[src/rtl/mantisa_norm_arbiter_if.sv]
`default_nettype none
// ============================================================================
//  Module      : mantisa_norm_arbiter_if
//  Description : Handshake bundle for the shared mantissa normalizer.
//                Requester side: req_vld / req_rdy / req_mag / req_exp
//                (packed, requester i at slice i).
//                Response side : rsp_vld / rsp_rdy / rsp_mag / rsp_exp /
//                rsp_id / rsp_zero / rsp_unf.
//                master modport : traffic source/sink (drives requests,
//                                 consumes responses)
//                slave modport  : the normalizer itself
//  Revision    : 1.0 - initial release
// ============================================================================
interface mantisa_norm_arbiter_if #(
    parameter int REQ_N = 2,
    parameter int WIDTH = 24,
    parameter int EXP_W = 8
);
    localparam int ID_W = (REQ_N > 1) ? $clog2(REQ_N) : 1;

    logic [REQ_N-1:0]       req_vld;
    logic [REQ_N-1:0]       req_rdy;
    logic [REQ_N*WIDTH-1:0] req_mag;
    logic [REQ_N*EXP_W-1:0] req_exp;

    logic                   rsp_vld;
    logic                   rsp_rdy;
    logic [WIDTH-1:0]       rsp_mag;
    logic [EXP_W-1:0]       rsp_exp;
    logic [ID_W-1:0]        rsp_id;
    logic                   rsp_zero;
    logic                   rsp_unf;

    modport master (
        output req_vld, req_mag, req_exp, rsp_rdy,
        input  req_rdy, rsp_vld, rsp_mag, rsp_exp, rsp_id, rsp_zero, rsp_unf
    );

    modport slave (
        input  req_vld, req_mag, req_exp, rsp_rdy,
        output req_rdy, rsp_vld, rsp_mag, rsp_exp, rsp_id, rsp_zero, rsp_unf
    );
endinterface
`default_nettype wire

[src/rtl/mantisa_norm_arbiter.sv]
`default_nettype none
// ============================================================================
//  Module      : mantisa_norm_arbiter
//  Description : Round-robin arbiter in front of one shared leading-one
//                detector + normalizing shifter. Two register stages:
//                S1 captures the granted request, S2 holds the normalized
//                result and drives the response outputs.
//  Ports       : clk    - clock, rising edge
//                rst_n  - synchronous active-low reset
//                bus    - mantisa_norm_arbiter_if.slave (request and
//                         response handshakes)
//                stat_zero_cnt / stat_unf_cnt - saturating event counters,
//                         present only when MANTISA_NORM_STATS_EN is defined
//  Options     : `define MANTISA_NORM_STATS_EN to add the statistics counters
//  Revision    : 1.0 - initial release
// ============================================================================
module mantisa_norm_arbiter #(
    parameter int REQ_N = 2,
    parameter int WIDTH = 24,
    parameter int EXP_W = 8
) (
    input  wire logic              clk,
    input  wire logic              rst_n,
    mantisa_norm_arbiter_if.slave  bus
`ifdef MANTISA_NORM_STATS_EN
    ,
    output logic [31:0]            stat_zero_cnt,
    output logic [31:0]            stat_unf_cnt
`endif
);

    localparam int ID_W = (REQ_N > 1) ? $clog2(REQ_N) : 1;

    // ------------------------------------------------------------------
    // State
    // ------------------------------------------------------------------
    logic [ID_W-1:0]  ptr_q,     ptr_d;
    logic             s1_vld_q,  s1_vld_d;
    logic [WIDTH-1:0] s1_mag_q,  s1_mag_d;
    logic [EXP_W-1:0] s1_exp_q,  s1_exp_d;
    logic [ID_W-1:0]  s1_id_q,   s1_id_d;
    logic             rsp_vld_q, rsp_vld_d;
    logic [WIDTH-1:0] rsp_mag_q, rsp_mag_d;
    logic [EXP_W-1:0] rsp_exp_q, rsp_exp_d;
    logic [ID_W-1:0]  rsp_id_q,  rsp_id_d;
    logic             rsp_zero_q, rsp_zero_d;
    logic             rsp_unf_q,  rsp_unf_d;

    // ------------------------------------------------------------------
    // Arbitration
    // ------------------------------------------------------------------
    logic            w_found;
    logic [ID_W-1:0] w_grant;
    logic [ID_W-1:0] w_ptr_nxt;
    logic            w_s2_load;
    logic            w_s1_accept;
    logic            w_xfer;

    // (base + off) mod REQ_N without a divider; off is always < REQ_N
    function automatic logic [ID_W-1:0] wrap_idx(input logic [ID_W-1:0] base,
                                                 input int off);
        int s;
        s = int'(base) + off;
        if (s >= REQ_N) s = s - REQ_N;
        return ID_W'(s);
    endfunction

    always_comb begin
        w_found = 1'b0;
        w_grant = '0;
        for (int k = 0; k < REQ_N; k++) begin
            if (!w_found && bus.req_vld[wrap_idx(ptr_q, k)]) begin
                w_found = 1'b1;
                w_grant = wrap_idx(ptr_q, k);
            end
        end
    end

    assign w_ptr_nxt   = (int'(w_grant) == REQ_N - 1) ? '0 : w_grant + ID_W'(1);
    assign w_s2_load   = s1_vld_q & (~rsp_vld_q | bus.rsp_rdy);
    assign w_s1_accept = ~s1_vld_q | w_s2_load;
    // rst_n gates the grant so nothing is handshaken while reset is held
    assign w_xfer      = rst_n & w_found & w_s1_accept;

    always_comb begin
        bus.req_rdy = '0;
        if (w_xfer) bus.req_rdy[w_grant] = 1'b1;
    end

    // ------------------------------------------------------------------
    // Stage 1 next state
    // ------------------------------------------------------------------
    always_comb begin
        ptr_d    = ptr_q;
        s1_vld_d = s1_vld_q;
        s1_mag_d = s1_mag_q;
        s1_exp_d = s1_exp_q;
        s1_id_d  = s1_id_q;
        if (w_xfer) begin
            ptr_d    = w_ptr_nxt;
            s1_vld_d = 1'b1;
            s1_mag_d = bus.req_mag[int'(w_grant)*WIDTH +: WIDTH];
            s1_exp_d = bus.req_exp[int'(w_grant)*EXP_W +: EXP_W];
            s1_id_d  = w_grant;
        end else if (w_s2_load) begin
            s1_vld_d = 1'b0;
        end
    end

    // ------------------------------------------------------------------
    // Normalization (leading-one detect + shift), S1 -> S2
    // ------------------------------------------------------------------
    logic [31:0] w_p;
    logic        w_nz;
    logic [31:0] w_sh;
    logic [31:0] w_exp_ext;

    always_comb begin
        w_p  = '0;
        w_nz = 1'b0;
        for (int i = 0; i < WIDTH; i++) begin
            if (s1_mag_q[i]) begin
                w_p  = 32'(i);
                w_nz = 1'b1;
            end
        end
    end

    assign w_sh      = 32'(WIDTH - 1) - w_p;
    assign w_exp_ext = 32'(s1_exp_q);

    always_comb begin
        rsp_vld_d  = rsp_vld_q;
        rsp_mag_d  = rsp_mag_q;
        rsp_exp_d  = rsp_exp_q;
        rsp_id_d   = rsp_id_q;
        rsp_zero_d = rsp_zero_q;
        rsp_unf_d  = rsp_unf_q;
        if (w_s2_load) begin
            rsp_vld_d = 1'b1;
            rsp_id_d  = s1_id_q;
            if (!w_nz) begin
                rsp_mag_d  = '0;
                rsp_exp_d  = '0;
                rsp_zero_d = 1'b1;
                rsp_unf_d  = 1'b0;
            end else if (w_sh <= w_exp_ext) begin
                // sh == exp lands exactly on exponent 0 and is still normal
                rsp_mag_d  = s1_mag_q << w_sh;
                rsp_exp_d  = s1_exp_q - EXP_W'(w_sh);
                rsp_zero_d = 1'b0;
                rsp_unf_d  = 1'b0;
            end else begin
                // exponent runs out first: shift only as far as it allows
                rsp_mag_d  = s1_mag_q << s1_exp_q;
                rsp_exp_d  = '0;
                rsp_zero_d = 1'b0;
                rsp_unf_d  = 1'b1;
            end
        end else if (bus.rsp_rdy) begin
            rsp_vld_d = 1'b0;
        end
    end

    // ------------------------------------------------------------------
    // Registers
    // ------------------------------------------------------------------
    always_ff @(posedge clk) begin
        if (!rst_n) begin
            ptr_q      <= '0;
            s1_vld_q   <= 1'b0;
            s1_mag_q   <= '0;
            s1_exp_q   <= '0;
            s1_id_q    <= '0;
            rsp_vld_q  <= 1'b0;
            rsp_mag_q  <= '0;
            rsp_exp_q  <= '0;
            rsp_id_q   <= '0;
            rsp_zero_q <= 1'b0;
            rsp_unf_q  <= 1'b0;
        end else begin
            ptr_q      <= ptr_d;
            s1_vld_q   <= s1_vld_d;
            s1_mag_q   <= s1_mag_d;
            s1_exp_q   <= s1_exp_d;
            s1_id_q    <= s1_id_d;
            rsp_vld_q  <= rsp_vld_d;
            rsp_mag_q  <= rsp_mag_d;
            rsp_exp_q  <= rsp_exp_d;
            rsp_id_q   <= rsp_id_d;
            rsp_zero_q <= rsp_zero_d;
            rsp_unf_q  <= rsp_unf_d;
        end
    end

    assign bus.rsp_vld  = rsp_vld_q;
    assign bus.rsp_mag  = rsp_mag_q;
    assign bus.rsp_exp  = rsp_exp_q;
    assign bus.rsp_id   = rsp_id_q;
    assign bus.rsp_zero = rsp_zero_q;
    assign bus.rsp_unf  = rsp_unf_q;

`ifdef MANTISA_NORM_STATS_EN
    // ------------------------------------------------------------------
    // Saturating counters of zero / underflow results actually consumed
    // ------------------------------------------------------------------
    logic [31:0] zero_cnt_q, zero_cnt_d;
    logic [31:0] unf_cnt_q,  unf_cnt_d;
    logic        w_rsp_hs;

    assign w_rsp_hs = rsp_vld_q & bus.rsp_rdy;

    always_comb begin
        zero_cnt_d = zero_cnt_q;
        unf_cnt_d  = unf_cnt_q;
        if (w_rsp_hs && rsp_zero_q && (zero_cnt_q != 32'hFFFF_FFFF))
            zero_cnt_d = zero_cnt_q + 32'd1;
        if (w_rsp_hs && rsp_unf_q && (unf_cnt_q != 32'hFFFF_FFFF))
            unf_cnt_d = unf_cnt_q + 32'd1;
    end

    always_ff @(posedge clk) begin
        if (!rst_n) begin
            zero_cnt_q <= '0;
            unf_cnt_q  <= '0;
        end else begin
            zero_cnt_q <= zero_cnt_d;
            unf_cnt_q  <= unf_cnt_d;
        end
    end

    assign stat_zero_cnt = zero_cnt_q;
    assign stat_unf_cnt  = unf_cnt_q;
`else
`endif

endmodule
`default_nettype wire

[src/flat_wrapper.sv]
// flat-port wrapper written by rule: the top's interface ports become plain ports
module mantisa_norm_arbiter_flat 
#(
    parameter int REQ_N = 2,
    parameter int WIDTH = 24,
    parameter int EXP_W = 8
)
  (clk, rst_n, bus_req_vld, bus_req_mag, bus_req_exp, bus_rsp_rdy, bus_req_rdy, bus_rsp_vld, bus_rsp_mag, bus_rsp_exp, bus_rsp_id, bus_rsp_zero, bus_rsp_unf);
  mantisa_norm_arbiter_if #(.REQ_N(REQ_N), .WIDTH(WIDTH), .EXP_W(EXP_W)) bus_i ();
  input  wire logic clk;
  input  wire logic rst_n;
  input wire logic [$bits(bus_i.req_vld)-1:0] bus_req_vld;
  input wire logic [$bits(bus_i.req_mag)-1:0] bus_req_mag;
  input wire logic [$bits(bus_i.req_exp)-1:0] bus_req_exp;
  input wire logic [$bits(bus_i.rsp_rdy)-1:0] bus_rsp_rdy;
  output wire logic [$bits(bus_i.req_rdy)-1:0] bus_req_rdy;
  output wire logic [$bits(bus_i.rsp_vld)-1:0] bus_rsp_vld;
  output wire logic [$bits(bus_i.rsp_mag)-1:0] bus_rsp_mag;
  output wire logic [$bits(bus_i.rsp_exp)-1:0] bus_rsp_exp;
  output wire logic [$bits(bus_i.rsp_id)-1:0] bus_rsp_id;
  output wire logic [$bits(bus_i.rsp_zero)-1:0] bus_rsp_zero;
  output wire logic [$bits(bus_i.rsp_unf)-1:0] bus_rsp_unf;
  assign bus_i.req_vld = bus_req_vld;
  assign bus_i.req_mag = bus_req_mag;
  assign bus_i.req_exp = bus_req_exp;
  assign bus_i.rsp_rdy = bus_rsp_rdy;
  assign bus_req_rdy = bus_i.req_rdy;
  assign bus_rsp_vld = bus_i.rsp_vld;
  assign bus_rsp_mag = bus_i.rsp_mag;
  assign bus_rsp_exp = bus_i.rsp_exp;
  assign bus_rsp_id = bus_i.rsp_id;
  assign bus_rsp_zero = bus_i.rsp_zero;
  assign bus_rsp_unf = bus_i.rsp_unf;
  mantisa_norm_arbiter #(.REQ_N(REQ_N), .WIDTH(WIDTH), .EXP_W(EXP_W)) u_core (.clk(clk), .rst_n(rst_n), .bus(bus_i));
endmodule
[config.mk]
export PLATFORM = sky130hd
export DESIGN_NAME = mantisa_norm_arbiter_flat
export DESIGN_NICKNAME = d
export VERILOG_FILES = /design/src/rtl/mantisa_norm_arbiter_if.sv /design/src/rtl/mantisa_norm_arbiter.sv /design/src/flat_wrapper.sv
export SDC_FILE = /design/constraint.sdc
export NUM_CORES = 1
export LEC_CHECK = 0
export ABC_AREA = 1
export CAP_MARGIN = 10
export CORE_ASPECT_RATIO = 0.9
export CORE_UTILIZATION = 28
export CTS_CLUSTER_SIZE = 24
export DETAILED_ROUTE_END_ITERATION = 8
export SLEW_MARGIN = 20
export SYNTH_ARGS = -nofsm -noshare
export SYNTH_HDL_FRONTEND = slang
export SYNTH_SLANG_ARGS = --single-unit
[constraint.sdc]
create_clock -name clk -period 3.41 [get_ports clk]
set_input_delay 0.5115 -clock clk [delete_from_list [all_inputs] [get_ports clk]]
set_output_delay 0.5115 -clock clk [all_outputs]
set_load 0.02 [all_outputs]
==> impl_results.md <==
- Status: finished with violations
- Failing checks: setup timing
- Maximum vdd drop: 0.380 mV
- Slew @ Worst Pin: 777 ps
- Max Slew Vio Count: 0
- Layout area overhead: 72.0%
- Static Leak: roughly 0.0037 uW
- Port Buffers: between 100 and 150
- Arr. time, crit path: slightly above 4000 ps
- CTS clk-pin slew, worst paths: 60 ps
- Worst reg-to-reg setup slack: -390 ps
- #FFs+latches synth: ~70
- Hold violation count in the final report: 0
- Core area: between 15000 and 20000 um2
- Antenna viol nets, final: 0
- Hold Crit Class: reg -> reg
- Crit path max-delay family: simple AND/OR/NAND/NOR gates
- Initial DRC Count: between 400 and 500
- Sequential-to-total area share from yosys stat: 28.7%
- Root Buffer: clkbuf_16
- Min cycle time layout: ~3800 ps
- Netlist Area Pre-Place: just under 5000 um2
- Starting Density: approximately 29%
- RSZ-0062 raised after global routing: yes
- Rows: 45
- Gr ovfl total: 0
- FMAX: 263 MHz
- CP Launch Type: flip-flop
- Slew Limit Headroom: approximately half
- WHS Endpoint: u_core.bus.rsp_mag[4]
- Nets: 1104
- Die X: 142 um
- DRC: 0
- Vias per inst: just under 5
- Final setup margin: -391 ps
- Worst Hold Depth: 2
- Setup TNS: -6510 ps
- RD Place Congestion: 0.871
- Distinct cells, synth: 36
- Max clock buf depth: 2
- Tot Pwr: 6440 uW
- Nature of the critical path endpoint: flip-flop
- CP peak stage delay: about 320 ps
- Clock Latency Late Sink: approximately 350 ps
- RR Startpoint: u_core.s1_mag_q[2]
- Hold-fix buffers at CTS: 0
- Syn Nets: 907
- WHS: 459 ps
- Clock skew: 7.77 ps
- First-pass GRT wire length: about 27 mm
- Crit path buffers/inverters: 3
- Number of global-route vias before repair: 5668
- Die ar.: 18200 um2
- Pre-CTS WS: -539 ps
- CTS sink cnt: just over 70
- Worst-case reg-to-reg path depth: 40
- Most numerous cell on the critical path: nand2_1
- Maxcap violations: 0
- R2R Path End: u_core.bus.rsp_mag[22]
- Period utilization: 111%
- Mapped Cells: a little over 800
- CP Class: reg -> reg
- Placed insts: 1202
- Setup violators final: 24
- Final Instance Count excl. Fillers: ~1300
- Via count: 6200
- # IOs: ~110
- H-tree depth: 3
- Ant. Diodes: 0
- Syn Area/Cell: 6.04 um2
- Ys Warns: 0
- PwrDens: 755 nW/um2
- CP max stage cell: dfxtp_2
- Die Span Y: 128 um
- Pre-antenna DRT Iters: 7
- HP Start: u_core.bus.rsp_mag[4]
- Crit Path Max Fanout: 6
- DPL Wire Length: between 10 and 15 mm
- WL per Instance: 14.8 um
- CTS tree: yes
- Initial antenna violation count: 0
- Largest net degree at the start of global routing: 69
- CTS Buf Count: 9
- Total Wirelength: 18.7 mm
- Share of cells above drive strength 1: 31.8%
- Total Routing Usage GR: 19.0%
- Worst Path Required: 3690 ps
per-layer routing:
layer	track usage [%]	vias up	part of all wire, %
li1	-	3084	-
met1	24.4	2820	45
met2	31.4	236	47
met3	3.55	60	5.6
met4	7.08	0	3.2
met5	0	-	0
cells in the mapped netlist:
cell / instances / share of area, %
inv_2: 3 / 0.23
o21bai_1: 1 / 0.15
buf_6: 4 / 0.91
buf_4: 1 / 0.15
clkinv_1: 1 / 0.076
a2bb2oi_1: 1 / 0.18
a21oi_2: 1 / 0.18
or2_2: 1 / 0.13
o211ai_1: 5 / 0.76
a21oi_1: 49 / 4.9
nand4_1: 7 / 0.88
buf_8: 1 / 0.30
nor3_1: 1 / 0.10
xnor2_1: 1 / 0.18
nand3b_1: 3 / 0.45
o21ai_0: 7 / 0.71
nor2_2: 2 / 0.25
nand2_2: 4 / 0.50
ha_1: 16 / 4.0
buf_1: 2 / 0.15
buf_2: 14 / 1.4
clkbuf_1: 22 / 1.7
a211oi_1: 1 / 0.15
nor2_1: 33 / 2.5
nor4_1: 2 / 0.25
nand3_1: 141 / 14
a2111oi_2: 1 / 0.30
nand3_2: 6 / 1.2
o21ai_2: 5 / 0.88
nand2_1: 297 / 22
a31oi_1: 32 / 4.0
fa_1: 1 / 0.40
o21ai_1: 3 / 0.30
inv_1: 80 / 6.1
or3b_2: 1 / 0.18
dfxtp_1: 71 / 29
layout by cell type, fill, tap and decap left out, types with 2 or more instances in the layout:
cell type / synthesis / layout
clkinvlp_4: 0 / 2
nor2_2: 2 / 3
o21ai_1: 3 / 3
inv_1: 80 / 67
buf_16: 0 / 2
nand3b_1: 3 / 3
o21ai_0: 7 / 5
buf_12: 0 / 8
nand2_2: 4 / 34
nand2_1: 297 / 259
buf_4: 1 / 87
nand3_1: 141 / 59
dfxtp_2: 0 / 2
clkinv_2: 0 / 3
inv_2: 3 / 14
o21ai_2: 5 / 4
a21oi_1: 49 / 33
nand3_2: 6 / 68
a21oi_2: 1 / 17
ha_4: 0 / 2
nand3_4: 0 / 20
nand2_4: 0 / 6
clkbuf_16: 0 / 17
inv_4: 0 / 2
o211ai_1: 5 / 5
nor2_1: 33 / 30
a31oi_1: 32 / 32
clkdlybuf4s50_1: 0 / 106
nor2_4: 0 / 2
buf_8: 1 / 4
nand2_8: 0 / 2
nand4_1: 7 / 7
dfxtp_1: 71 / 69
buf_6: 4 / 15
o21ai_4: 0 / 3
ha_1: 16 / 13
state kept, by name, indices dropped and copies added (netlist names), 8 cells and up:
register	count
u_core.bus.rsp_exp	8
u_core.bus.rsp_mag	24
u_core.s1_exp_q	8
u_core.s1_mag_q	24
cell type report:
type | instances | area, um2
clock inverters | 6 | 38.8
flip-flops and latches | 71 | 1420
repair buffers | 230 | 2360
inverters | 84 | 320
multi-input cells | 622 | 3870
well taps | 235 | 294
clock buffers | 9 | 225
fillers | 1672 | 8590
worst max-delay path by stage:
stage / start / end / slack [ps] / depth (start not counted)
after CTS: u_core.s1_mag_q[2] / u_core.bus.rsp_mag[22] / -210 / 40
final: u_core.s1_mag_q[2] / u_core.bus.rsp_mag[22] / -390 / 40
after global routing: u_core.s1_mag_q[2] / u_core.bus.rsp_mag[18] / -730 / 42
after detailed placement: u_core.s1_mag_q[23] / u_core.bus.rsp_mag[23] / -540 / 22
after floorplan: u_core.s1_mag_q[23] / u_core.bus.rsp_mag[22] / 20 / 19
after global placement: u_core.s1_mag_q[23] / u_core.bus.rsp_mag[23] / -520 / 22
metrics by stage:
stage               util, %  cell area (um2)
finish                 49.8             8530
floorplan                 -             4960
global placement       39.9             6820
global route           49.8             8530
CTS                    43.5             7450
detailed placement     39.9             6820
tightest hold or removal path: stages, from the launching register on:
cell and delay [ps]:
dfxtp_1 300, nand2_1 60, a21oi_1 50
power by group:
group	internal (uW)	switching (uW)	total (uW)
registers	918	61.1	979
logic	2090	2500	4590
clock network	485	385	870
what timing repair did:
| item | CTS | global route |
|---|---|---|
| pin swaps | 17 | 46 |
| gates resized for setup | 52 | 176 |
| cloned | 2 | 9 |
| setup endpoints to repair | 24 | 30 |
| buffers inserted | 12 | 17 |
logic make-up after synthesis:
| family | share of synthesized area, % |
|---|---|
| simple gates | 43.2 |
| fa+ha+maj | 4.44 |
| flops | 28.7 |
| xor+xnor | 0.177 |
| buf+inv | 11.0 |
| compound gates | 12.6 |
No activity file was read; power rests on OpenSTA's default activity.
